==> src/rtl/rtc_bus_pkg.sv <==
// Shared types and constants for the RTC bus scheduler.
//   state_t      : transaction sequencer states
//   bus_pat_t    : strobe / a_d / output-enable pattern for one state
//   bus_pattern(): maps (state, read/write) to its pin pattern
package rtc_bus_pkg;

   localparam int PH_CYC_DEF = 4;
   localparam int NREG_DEF   = 9;

   typedef enum logic [2:0] {
      IDLE, AD_SET, AD_STB, AD_HOLD, DAT_SET, DAT_STB, RECOVER
   } state_t;

   // sel_dat chooses the write data byte (1) or the address byte (0) on ad_out.
   typedef struct packed {
      logic cs_n;
      logic rd_n;
      logic wr_n;
      logic a_d;
      logic oe;
      logic sel_dat;
   } bus_pat_t;

   // Field order: cs_n rd_n wr_n _ a_d oe sel_dat
   localparam bus_pat_t PAT_IDLE       = 6'b111_100;
   localparam bus_pat_t PAT_AD_SET     = 6'b111_010;
   localparam bus_pat_t PAT_AD_STB     = 6'b010_010;  // wr_n low latches the address
   localparam bus_pat_t PAT_AD_HOLD    = 6'b111_010;
   localparam bus_pat_t PAT_DAT_SET_RD = 6'b111_100;
   localparam bus_pat_t PAT_DAT_SET_WR = 6'b111_111;
   localparam bus_pat_t PAT_DAT_STB_RD = 6'b001_100;
   localparam bus_pat_t PAT_DAT_STB_WR = 6'b010_111;
   localparam bus_pat_t PAT_RECOVER    = 6'b111_100;

   function automatic bus_pat_t bus_pattern(input state_t st, input logic is_rd);
      bus_pat_t p;
      case (st)
         AD_SET:  p = PAT_AD_SET;
         AD_STB:  p = PAT_AD_STB;
         AD_HOLD: p = PAT_AD_HOLD;
         DAT_SET: p = is_rd ? PAT_DAT_SET_RD : PAT_DAT_SET_WR;
         DAT_STB: p = is_rd ? PAT_DAT_STB_RD : PAT_DAT_STB_WR;
         RECOVER: p = PAT_RECOVER;
         default: p = PAT_IDLE;
      endcase
      return p;
   endfunction

endpackage

==> src/rtl/rtc_bus_scheduler_if.sv <==
// Pin-side bundle of the multiplexed RTC bus.
//   master : the scheduler (drives strobes, a_d, ad_out/ad_oe; reads ad_in)
//   slave  : the pad / device side
interface rtc_bus_scheduler_if;
   logic [7:0] ad_in;
   logic [7:0] ad_out;
   logic       ad_oe;
   logic       cs_n;
   logic       rd_n;
   logic       wr_n;
   logic       a_d;

   modport master (input ad_in, output ad_out, ad_oe, cs_n, rd_n, wr_n, a_d);
   modport slave  (output ad_in, input ad_out, ad_oe, cs_n, rd_n, wr_n, a_d);
endinterface

==> src/rtl/rtc_phase_timer.sv <==
// Phase timer: loadable down-counter that marks the last cycle of a bus phase.
//   clk, clr  : clock, asynchronous active-high reset
//   load      : reload to PH_CYC-1 (held while idle and on every phase end)
//   phase_end : high in the final cycle of the current phase
module rtc_phase_timer #(
   parameter int PH_CYC = 4
) (
   input  logic clk,
   input  logic clr,
   input  logic load,
   output logic phase_end
);

   localparam int            CW       = $clog2(PH_CYC + 1);
   localparam logic [CW-1:0] LOAD_VAL = CW'(PH_CYC - 1);

   logic [CW-1:0] cnt_q, cnt_d;

   always_comb begin
      cnt_d = cnt_q;
      if (load)               cnt_d = LOAD_VAL;
      else if (cnt_q != '0)   cnt_d = cnt_q - CW'(1);
   end

   always_ff @(posedge clk or posedge clr) begin
      if (clr) cnt_q <= LOAD_VAL;
      else     cnt_q <= cnt_d;
   end

   assign phase_end = (cnt_q == '0);

endmodule

==> src/rtl/rtc_bus_scheduler.sv <==
// RTC bus scheduler: round-robin arbiter between a register-read burst and
// single configuration writes, sequencing each transaction through address
// and data phases on the multiplexed bus.
//   clk, clr                  : clock, asynchronous active-high reset
//   rd_req, rd_base           : burst request pulse, first burst address
//   wr_req, wr_addr, wr_data  : write request level (held until wr_ack)
//   bus                       : pad-side pins (strobes, a_d, ad_out/oe, ad_in)
//   rd_data, rd_idx, rd_valid : captured read byte, its burst index, strobe
//   rd_done, wr_ack, busy     : burst end, write end, non-idle indicator
module rtc_bus_scheduler
   import rtc_bus_pkg::*;
#(
   parameter int PH_CYC = PH_CYC_DEF,
   parameter int NREG   = NREG_DEF
) (
   input  logic                  clk,
   input  logic                  clr,
   input  logic                  rd_req,
   input  logic [7:0]            rd_base,
   input  logic                  wr_req,
   input  logic [7:0]            wr_addr,
   input  logic [7:0]            wr_data,
   rtc_bus_scheduler_if.master   bus,
   output logic [7:0]            rd_data,
   output logic [3:0]            rd_idx,
   output logic                  rd_valid,
   output logic                  rd_done,
   output logic                  wr_ack,
   output logic                  busy
);

   localparam logic [3:0] LAST_IDX = 4'(NREG - 1);

   state_t     state_q, state_d;
   logic       rd_pend_q, rd_pend_d;
   logic       last_rd_q, last_rd_d;     // last grant went to the read burst
   logic       is_rd_q, is_rd_d;
   logic [3:0] idx_q, idx_d;
   logic [7:0] base_q, base_d, waddr_q, waddr_d, wdata_q, wdata_d;
   logic [7:0] rd_data_q, rd_data_d, ad_out_q, ad_out_d;
   logic [3:0] rd_idx_q, rd_idx_d;
   logic       rd_valid_q, rd_valid_d, rd_done_q, rd_done_d, wr_ack_q, wr_ack_d;
   logic       busy_q, busy_d;
   bus_pat_t   pat_q, pat_d;
   logic [7:0] addr_d;
   logic       phase_end, wr_ok, rd_any;

   rtc_phase_timer #(.PH_CYC(PH_CYC)) u_timer (
      .clk       (clk),
      .clr       (clr),
      .load      ((state_q == IDLE) || phase_end),
      .phase_end (phase_end)
   );

   always_comb begin
      // NOTE: every always_comb output is given a default first so no path leaves it unassigned (no latches).
      state_d    = state_q;
      rd_pend_d  = rd_pend_q | rd_req;
      last_rd_d  = last_rd_q;
      is_rd_d    = is_rd_q;
      idx_d      = idx_q;
      base_d     = base_q;
      waddr_d    = waddr_q;
      wdata_d    = wdata_q;
      rd_data_d  = rd_data_q;
      rd_idx_d   = rd_idx_q;
      rd_valid_d = 1'b0;
      rd_done_d  = 1'b0;
      wr_ack_d   = 1'b0;
      // A write still held during its own ack cycle is the finished one.
      wr_ok      = wr_req && !wr_ack_q;
      rd_any     = rd_pend_q || rd_req;

      if (state_q == IDLE) begin
         if (rd_any && (!wr_ok || !last_rd_q)) begin
            state_d   = AD_SET;
            is_rd_d   = 1'b1;
            last_rd_d = 1'b1;
            rd_pend_d = 1'b0;
            idx_d     = 4'd0;
            base_d    = rd_base;
         end else if (wr_ok) begin
            state_d   = AD_SET;
            is_rd_d   = 1'b0;
            last_rd_d = 1'b0;
            waddr_d   = wr_addr;
            wdata_d   = wr_data;
         end
      end else if (phase_end) begin
         case (state_q)
            AD_SET:  state_d = AD_STB;
            AD_STB:  state_d = AD_HOLD;
            AD_HOLD: state_d = DAT_SET;
            DAT_SET: state_d = DAT_STB;
            DAT_STB: begin
               state_d = RECOVER;
               if (is_rd_q) begin
                  rd_data_d  = bus.ad_in;
                  rd_idx_d   = idx_q;
                  rd_valid_d = 1'b1;
               end
            end
            RECOVER: begin
               // Bursts run back-to-back without returning to IDLE.
               if (is_rd_q && (idx_q != LAST_IDX)) begin
                  idx_d   = idx_q + 4'd1;
                  state_d = AD_SET;
               end else begin
                  state_d   = IDLE;
                  rd_done_d = is_rd_q;
                  wr_ack_d  = !is_rd_q;
               end
            end
            default: state_d = IDLE;
         endcase
      end

      // Pin values are decoded from the next state so they register with it.
      pat_d    = bus_pattern(state_d, is_rd_d);
      addr_d   = is_rd_d ? (base_d + {4'd0, idx_d}) : waddr_d;
      ad_out_d = !pat_d.oe ? 8'd0 : (pat_d.sel_dat ? wdata_d : addr_d);
      busy_d   = (state_d != IDLE);
   end

   // NOTE: sequential state uses non-blocking assignments so all flops update together on the edge.
   always_ff @(posedge clk or posedge clr) begin
      if (clr) begin
         state_q    <= IDLE;
         rd_pend_q  <= 1'b0;
         last_rd_q  <= 1'b1;
         is_rd_q    <= 1'b0;
         idx_q      <= 4'd0;
         base_q     <= 8'd0;
         waddr_q    <= 8'd0;
         wdata_q    <= 8'd0;
         rd_data_q  <= 8'd0;
         rd_idx_q   <= 4'd0;
         rd_valid_q <= 1'b0;
         rd_done_q  <= 1'b0;
         wr_ack_q   <= 1'b0;
         busy_q     <= 1'b0;
         pat_q      <= PAT_IDLE;
         ad_out_q   <= 8'd0;
      end else begin
         state_q    <= state_d;
         rd_pend_q  <= rd_pend_d;
         last_rd_q  <= last_rd_d;
         is_rd_q    <= is_rd_d;
         idx_q      <= idx_d;
         base_q     <= base_d;
         waddr_q    <= waddr_d;
         wdata_q    <= wdata_d;
         rd_data_q  <= rd_data_d;
         rd_idx_q   <= rd_idx_d;
         rd_valid_q <= rd_valid_d;
         rd_done_q  <= rd_done_d;
         wr_ack_q   <= wr_ack_d;
         busy_q     <= busy_d;
         pat_q      <= pat_d;
         ad_out_q   <= ad_out_d;
      end
   end

   assign bus.cs_n   = pat_q.cs_n;
   assign bus.rd_n   = pat_q.rd_n;
   assign bus.wr_n   = pat_q.wr_n;
   assign bus.a_d    = pat_q.a_d;
   assign bus.ad_oe  = pat_q.oe;
   assign bus.ad_out = ad_out_q;
   assign rd_data    = rd_data_q;
   assign rd_idx     = rd_idx_q;
   assign rd_valid   = rd_valid_q;
   assign rd_done    = rd_done_q;
   assign wr_ack     = wr_ack_q;
   assign busy       = busy_q;

   // sel_dat only steers ad_out_d; the registered copy is intentionally unused.
   logic unused_sel;
   assign unused_sel = pat_q.sel_dat;

endmodule

==> src/flat_wrapper.sv <==
// flat-port wrapper written by rule: the top's interface ports become plain ports
module rtc_bus_scheduler_flat import rtc_bus_pkg::*;
#(
   parameter int PH_CYC = PH_CYC_DEF,
   parameter int NREG   = NREG_DEF
)
  (clk, clr, rd_req, rd_base, wr_req, wr_addr, wr_data, rd_data, rd_idx, rd_valid, rd_done, wr_ack, busy, bus_ad_in, bus_ad_out, bus_ad_oe, bus_cs_n, bus_rd_n, bus_wr_n, bus_a_d);
  rtc_bus_scheduler_if bus_i ();
  input  logic clk;
  input  logic clr;
  input  logic rd_req;
  input  logic [7:0] rd_base;
  input  logic wr_req;
  input  logic [7:0] wr_addr;
  input  logic [7:0] wr_data;
  output logic [7:0] rd_data;
  output logic [3:0] rd_idx;
  output logic rd_valid;
  output logic rd_done;
  output logic wr_ack;
  output logic busy;
  input wire logic [$bits(bus_i.ad_in)-1:0] bus_ad_in;
  output wire logic [$bits(bus_i.ad_out)-1:0] bus_ad_out;
  output wire logic [$bits(bus_i.ad_oe)-1:0] bus_ad_oe;
  output wire logic [$bits(bus_i.cs_n)-1:0] bus_cs_n;
  output wire logic [$bits(bus_i.rd_n)-1:0] bus_rd_n;
  output wire logic [$bits(bus_i.wr_n)-1:0] bus_wr_n;
  output wire logic [$bits(bus_i.a_d)-1:0] bus_a_d;
  assign bus_i.ad_in = bus_ad_in;
  assign bus_ad_out = bus_i.ad_out;
  assign bus_ad_oe = bus_i.ad_oe;
  assign bus_cs_n = bus_i.cs_n;
  assign bus_rd_n = bus_i.rd_n;
  assign bus_wr_n = bus_i.wr_n;
  assign bus_a_d = bus_i.a_d;
  rtc_bus_scheduler #(.PH_CYC(PH_CYC), .NREG(NREG)) u_core (.clk(clk), .clr(clr), .rd_req(rd_req), .rd_base(rd_base), .wr_req(wr_req), .wr_addr(wr_addr), .wr_data(wr_data), .bus(bus_i), .rd_data(rd_data), .rd_idx(rd_idx), .rd_valid(rd_valid), .rd_done(rd_done), .wr_ack(wr_ack), .busy(busy));
endmodule
==> config.mk <==
export PLATFORM = sky130hd
export DESIGN_NAME = rtc_bus_scheduler_flat
export DESIGN_NICKNAME = d
export VERILOG_FILES = /design/src/rtl/rtc_bus_pkg.sv /design/src/rtl/rtc_bus_scheduler_if.sv /design/src/rtl/rtc_phase_timer.sv /design/src/rtl/rtc_bus_scheduler.sv /design/src/flat_wrapper.sv
export SDC_FILE = /design/constraint.sdc
export NUM_CORES = 1
export LEC_CHECK = 0
export ABC_CLOCK_PERIOD_IN_PS = 5960
export BUFFER_PORTS_ARGS = -buffer_cell sky130_fd_sc_hd__clkbuf_2
export CORE_MARGIN = 3
export CORE_UTILIZATION = 32
export CTS_CLUSTER_DIAMETER = 200
export DETAILED_ROUTE_END_ITERATION = 16
export HOLD_SLACK_MARGIN = 0.05
export SLEW_MARGIN = 30
export SYNTH_ARGS = -nofsm -noshare
export SYNTH_HDL_FRONTEND = slang
export SYNTH_SLANG_ARGS = --single-unit
==> constraint.sdc <==
create_clock -name clk -period 5.96 [get_ports clk]
set_clock_uncertainty 0.1 [all_clocks]
set_input_delay 0.298 -clock clk [delete_from_list [all_inputs] [get_ports clk]]
set_output_delay 0.298 -clock clk [all_outputs]
set_load 0.01 [all_outputs]
==> reports/qor.yml <==
status: "completed"
num-fill-cells: 949
cts-htree-levels: 3
fin_util_pct: 40.8
cell_leakage_power_uw: 0.00181
cts-buffers-inserted: 9
drt-initial-drc-count: 95
drc_errors: 0
cts_setup_buffers: 0
critical_path.max_fanout: 14
top_level_ports: 65
vdd_drop_max_v: 0.000113
grt_usage_pct: 13.5
worst_skew_pair.late_latency_ns: 0.34
drt-total-wl_um: 7020
synth.cell_area_um2: 3190
firstDrtPassIters: 4
grt.met2_usage_pct: 20.2
syn-num-nets: 328
post-route-worst-setup-slack_ns: 2.29
synth.avg_cell_area_um2: 11.3
vias: 2346
clock-root-buffer: "sky130_fd_sc_hd__clkbuf_8"
grt_use_met3_pct: 4.04
route.antenna.remaining_nets: 0
final_setup_violations: 0
std_cell_rows: 35
fmax_mhz: 272
floorplan.die_area_um2: 11200
antenna_found_initial: 0
synth_cell_type_count: 58
routed_wire_length_per_instance_um: 14.5
critical_path.reg2reg.startpoint: "u_core.u_timer.cnt_q[0]$_DFFE_PP1P_"
num_antenna_cells: 0
hold_start: "rd_base[0]"
timing.max_slew.rel_slack_pct: 44.7
die_h_um: 106
worst_setup_path_startpoint: "u_core.u_timer.cnt_q[0]$_DFFE_PP1P_"
fin_crit_sh_pct: 61.6
synth_area_leader_cell: "sky130_fd_sc_hd__dfrtp_1"
synthesis.instances: 283
globalRouteMet1Util_pct: 18.7
start_util_pct: 33.7
cts-hold-fix-buffers: 0
synth_area_leaders: "sky130_fd_sc_hd__dfrtp_1 (46%), sky130_fd_sc_hd__mux2_2 (9.9%), sky130_fd_sc_hd__dfstp_2 (5.8%)"
layout-drive-gt1-share_pct: 36.6
timing.setup.tns_ns: 0
synth-seq-cells: 66
vias_in_the_first_global_route: 2344
finish.net_count: 395
synth-edff-count: 0
yosysWarningCount: 0
largest_net_degree_at_the_start_of_global_routing: 67
critical_path_class: "reg -> reg"
vias_per_cell: 4.85
grt_pass1_wl_um: 11900
finalHoldViolCount: 0
path_clk_slew_ns: 0.07
dp_hpwl_um: 5090
cap_viol_max_count: 0
syn_to_final_growth_pct: 21.1
worst_hold_path_type: "in -> reg"
synth_sequential_area_ratio_pct: 52.1
report.final.slew_viol_count: 0
finalWeightedCongestion: 0.832
cts_tree: "built"
ctsLongestPathBuffers: 2
synth_top_cell_area_share_pct: 46.3
worst-slew-pin-transition_ns: 0.829
grt_remaining_overflow: 0
pwr_density_cell_nw_per_um2: 250
multi_input_area_um2: 1410
sequential_cell_area_um2: 1660
crit_path_start_kind: "flop"
cp.required_ns: 6.12
async_reset_ff_share_pct: 100
minimum_clock_period_ns: 3.67
grt-busiest-layer: "met2"
core_region_area_um2: 9460
worst_ep_arrival_time_ns: 3.83
nature_of_the_critical_path_endpoint: "flop"
port-buffer-count: 64
dominantRegCellSynth: "sky130_fd_sc_hd__dfrtp_1"
cts_resized: 0
fp.dieW_um: 106
pre_cts_ws_ns: 2.29
clock-sinks: 66
grt_setup_unrepaired: "no"
critical path, cell delays in order (launching register included):
cell and delay [ns]:
sky130_fd_sc_hd__dfstp_2 0.37, sky130_fd_sc_hd__inv_1 0.05, sky130_fd_sc_hd__ha_1 0.14, sky130_fd_sc_hd__ha_1 0.42, sky130_fd_sc_hd__nand2_1 0.21, sky130_fd_sc_hd__nor3_1 0.34, sky130_fd_sc_hd__nand2_1 0.17, sky130_fd_sc_hd__o21ai_0 0.29
sky130_fd_sc_hd__ha_1 0.23, sky130_fd_sc_hd__inv_1 0.05, sky130_fd_sc_hd__fa_1 0.37, sky130_fd_sc_hd__nand2b_1 0.21, sky130_fd_sc_hd__a21oi_1 0.17, sky130_fd_sc_hd__xor2_1 0.18, sky130_fd_sc_hd__mux2i_1 0.10, sky130_fd_sc_hd__o211ai_1 0.18
state kept, by name, summed over array words and instances (netlist names), 3 cells and up:
signal and cells:
u_core.rd_idx 4, u_core.base_q 8, u_core.idx_q 4, u_core.rd_data 8
u_core.state_q 3, u_core.u_timer.cnt_q 3, u_core.waddr_q 8, u_core.wdata_q 8
u_core.bus.ad_out 8
per-layer routing:
layer / routed length (um) / vias up
li1: - / 1142
met1: 3280 / 1122
met5: 0 / -
met4: 77 / 0
met3: 419 / 9
met2: 3250 / 73
synthesized netlist by cell type (2+ instances only):
| library cell | instances |
|---|---|
| sky130_fd_sc_hd__nor3_1 | 7 |
| sky130_fd_sc_hd__mux2_2 | 28 |
| sky130_fd_sc_hd__nand4_1 | 2 |
| sky130_fd_sc_hd__and3b_1 | 2 |
| sky130_fd_sc_hd__nor4_1 | 2 |
| sky130_fd_sc_hd__mux2i_1 | 8 |
| sky130_fd_sc_hd__o211ai_1 | 4 |
| sky130_fd_sc_hd__a211oi_1 | 2 |
| sky130_fd_sc_hd__dfrtp_1 | 59 |
| sky130_fd_sc_hd__buf_6 | 2 |
| sky130_fd_sc_hd__buf_2 | 5 |
| sky130_fd_sc_hd__a21oi_1 | 10 |
| sky130_fd_sc_hd__a31oi_1 | 3 |
| sky130_fd_sc_hd__or3_1 | 2 |
| sky130_fd_sc_hd__clkbuf_1 | 3 |
| sky130_fd_sc_hd__or2_2 | 3 |
| sky130_fd_sc_hd__nand3_1 | 10 |
| sky130_fd_sc_hd__inv_1 | 16 |
| sky130_fd_sc_hd__o21ai_1 | 2 |
| sky130_fd_sc_hd__nand2_1 | 33 |
| sky130_fd_sc_hd__nor2_1 | 6 |
| sky130_fd_sc_hd__o22ai_1 | 4 |
| sky130_fd_sc_hd__ha_1 | 8 |
| sky130_fd_sc_hd__xor2_1 | 6 |
| sky130_fd_sc_hd__o21ai_0 | 8 |
| sky130_fd_sc_hd__nand2b_1 | 3 |
| sky130_fd_sc_hd__nor3b_1 | 2 |
| sky130_fd_sc_hd__nor2b_1 | 3 |
| sky130_fd_sc_hd__nand3b_1 | 2 |
| sky130_fd_sc_hd__nor3_4 | 2 |
| sky130_fd_sc_hd__dfstp_2 | 7 |
| sky130_fd_sc_hd__o221ai_1 | 2 |
| sky130_fd_sc_hd__and2_1 | 2 |
logic make-up after synthesis:
kind of cell | synth area share [%]
adders and majority gates | 3.77
xor gates and xnor gates | 1.65
muxes | 12.9
DFF | 52.1
AOI/OAI and AO/OA | 10.5
and+or+nand+nor | 15.0
buffers and inverters | 4.08
layout by cell type, fill, tap and decap left out, drive strengths merged, types with 3 or more instances in the layout:
master,n
a21oi,10
a31oi,3
buf,3
clkbuf,78
dfrtp,59
dfstp,7
ha,8
inv,17
mux2,29
mux2i,8
nand2,33
nand2b,3
nand3,11
nor2,6
nor2b,3
nor3,9
nor4,3
o211ai,4
o21ai,10
o22ai,4
or2,5
or3,3
xor2,6
power breakdown:
group          total (uW)  internal [uW]  switching, uW
Combinational        76.9           33.8           43.1
Sequential            467            461           6.27
Clock                 421            259            162
Total                 966            754            211
per-stage QoR:
step / std cells / cell area (um2) / hold slack [ns] / total power (uW)
after floorplan: 283 / 3190 / 0.303 / 520
after global placement: 468 / 3630 / 0.330 / 552
after detailed placement: 468 / 3640 / 0.335 / 554
after CTS: 484 / 3860 / 0.0733 / 981
after global routing: 484 / 3860 / 0.0717 / 1010
final: 484 / 3860 / 0.0845 / 966
path summary, 6_finish.rpt:
| kind | end | slack, ns | cells past startpoint |
|---|---|---|---|
| worst max-delay path | u_core.bus.ad_out[6]$_DFF_PP0_ | 2.29 | 15 |
| worst min-delay path | u_core.base_q[0]$_DFF_PP0_ | 0.08 | 3 |
| worst max register to register | u_core.bus.ad_out[6]$_DFF_PP0_ | 2.29 | 15 |
| worst min register to register | u_core.u_timer.cnt_q[0]$_DFFE_PP1P_ | 0.35 | 1 |
| max in group asynchronous | u_core.base_q[1]$_DFF_PP0_ | 5.13 | 3 |
| min in group asynchronous | u_core.rd_idx[3]$_DFFE_PP0P_ | 0.09 | 3 |
final cells by class:
type	instances	share of cell area [%]
flip-flops and latches	66	43.0
multi-input cells	189	36.5
repair buffers	67	8.88
clock buffers	14	4.22
well taps	129	4.18
inverters	17	1.65
clock inverters	2	1.56
No activity file was read; power rests on OpenSTA's default activity.
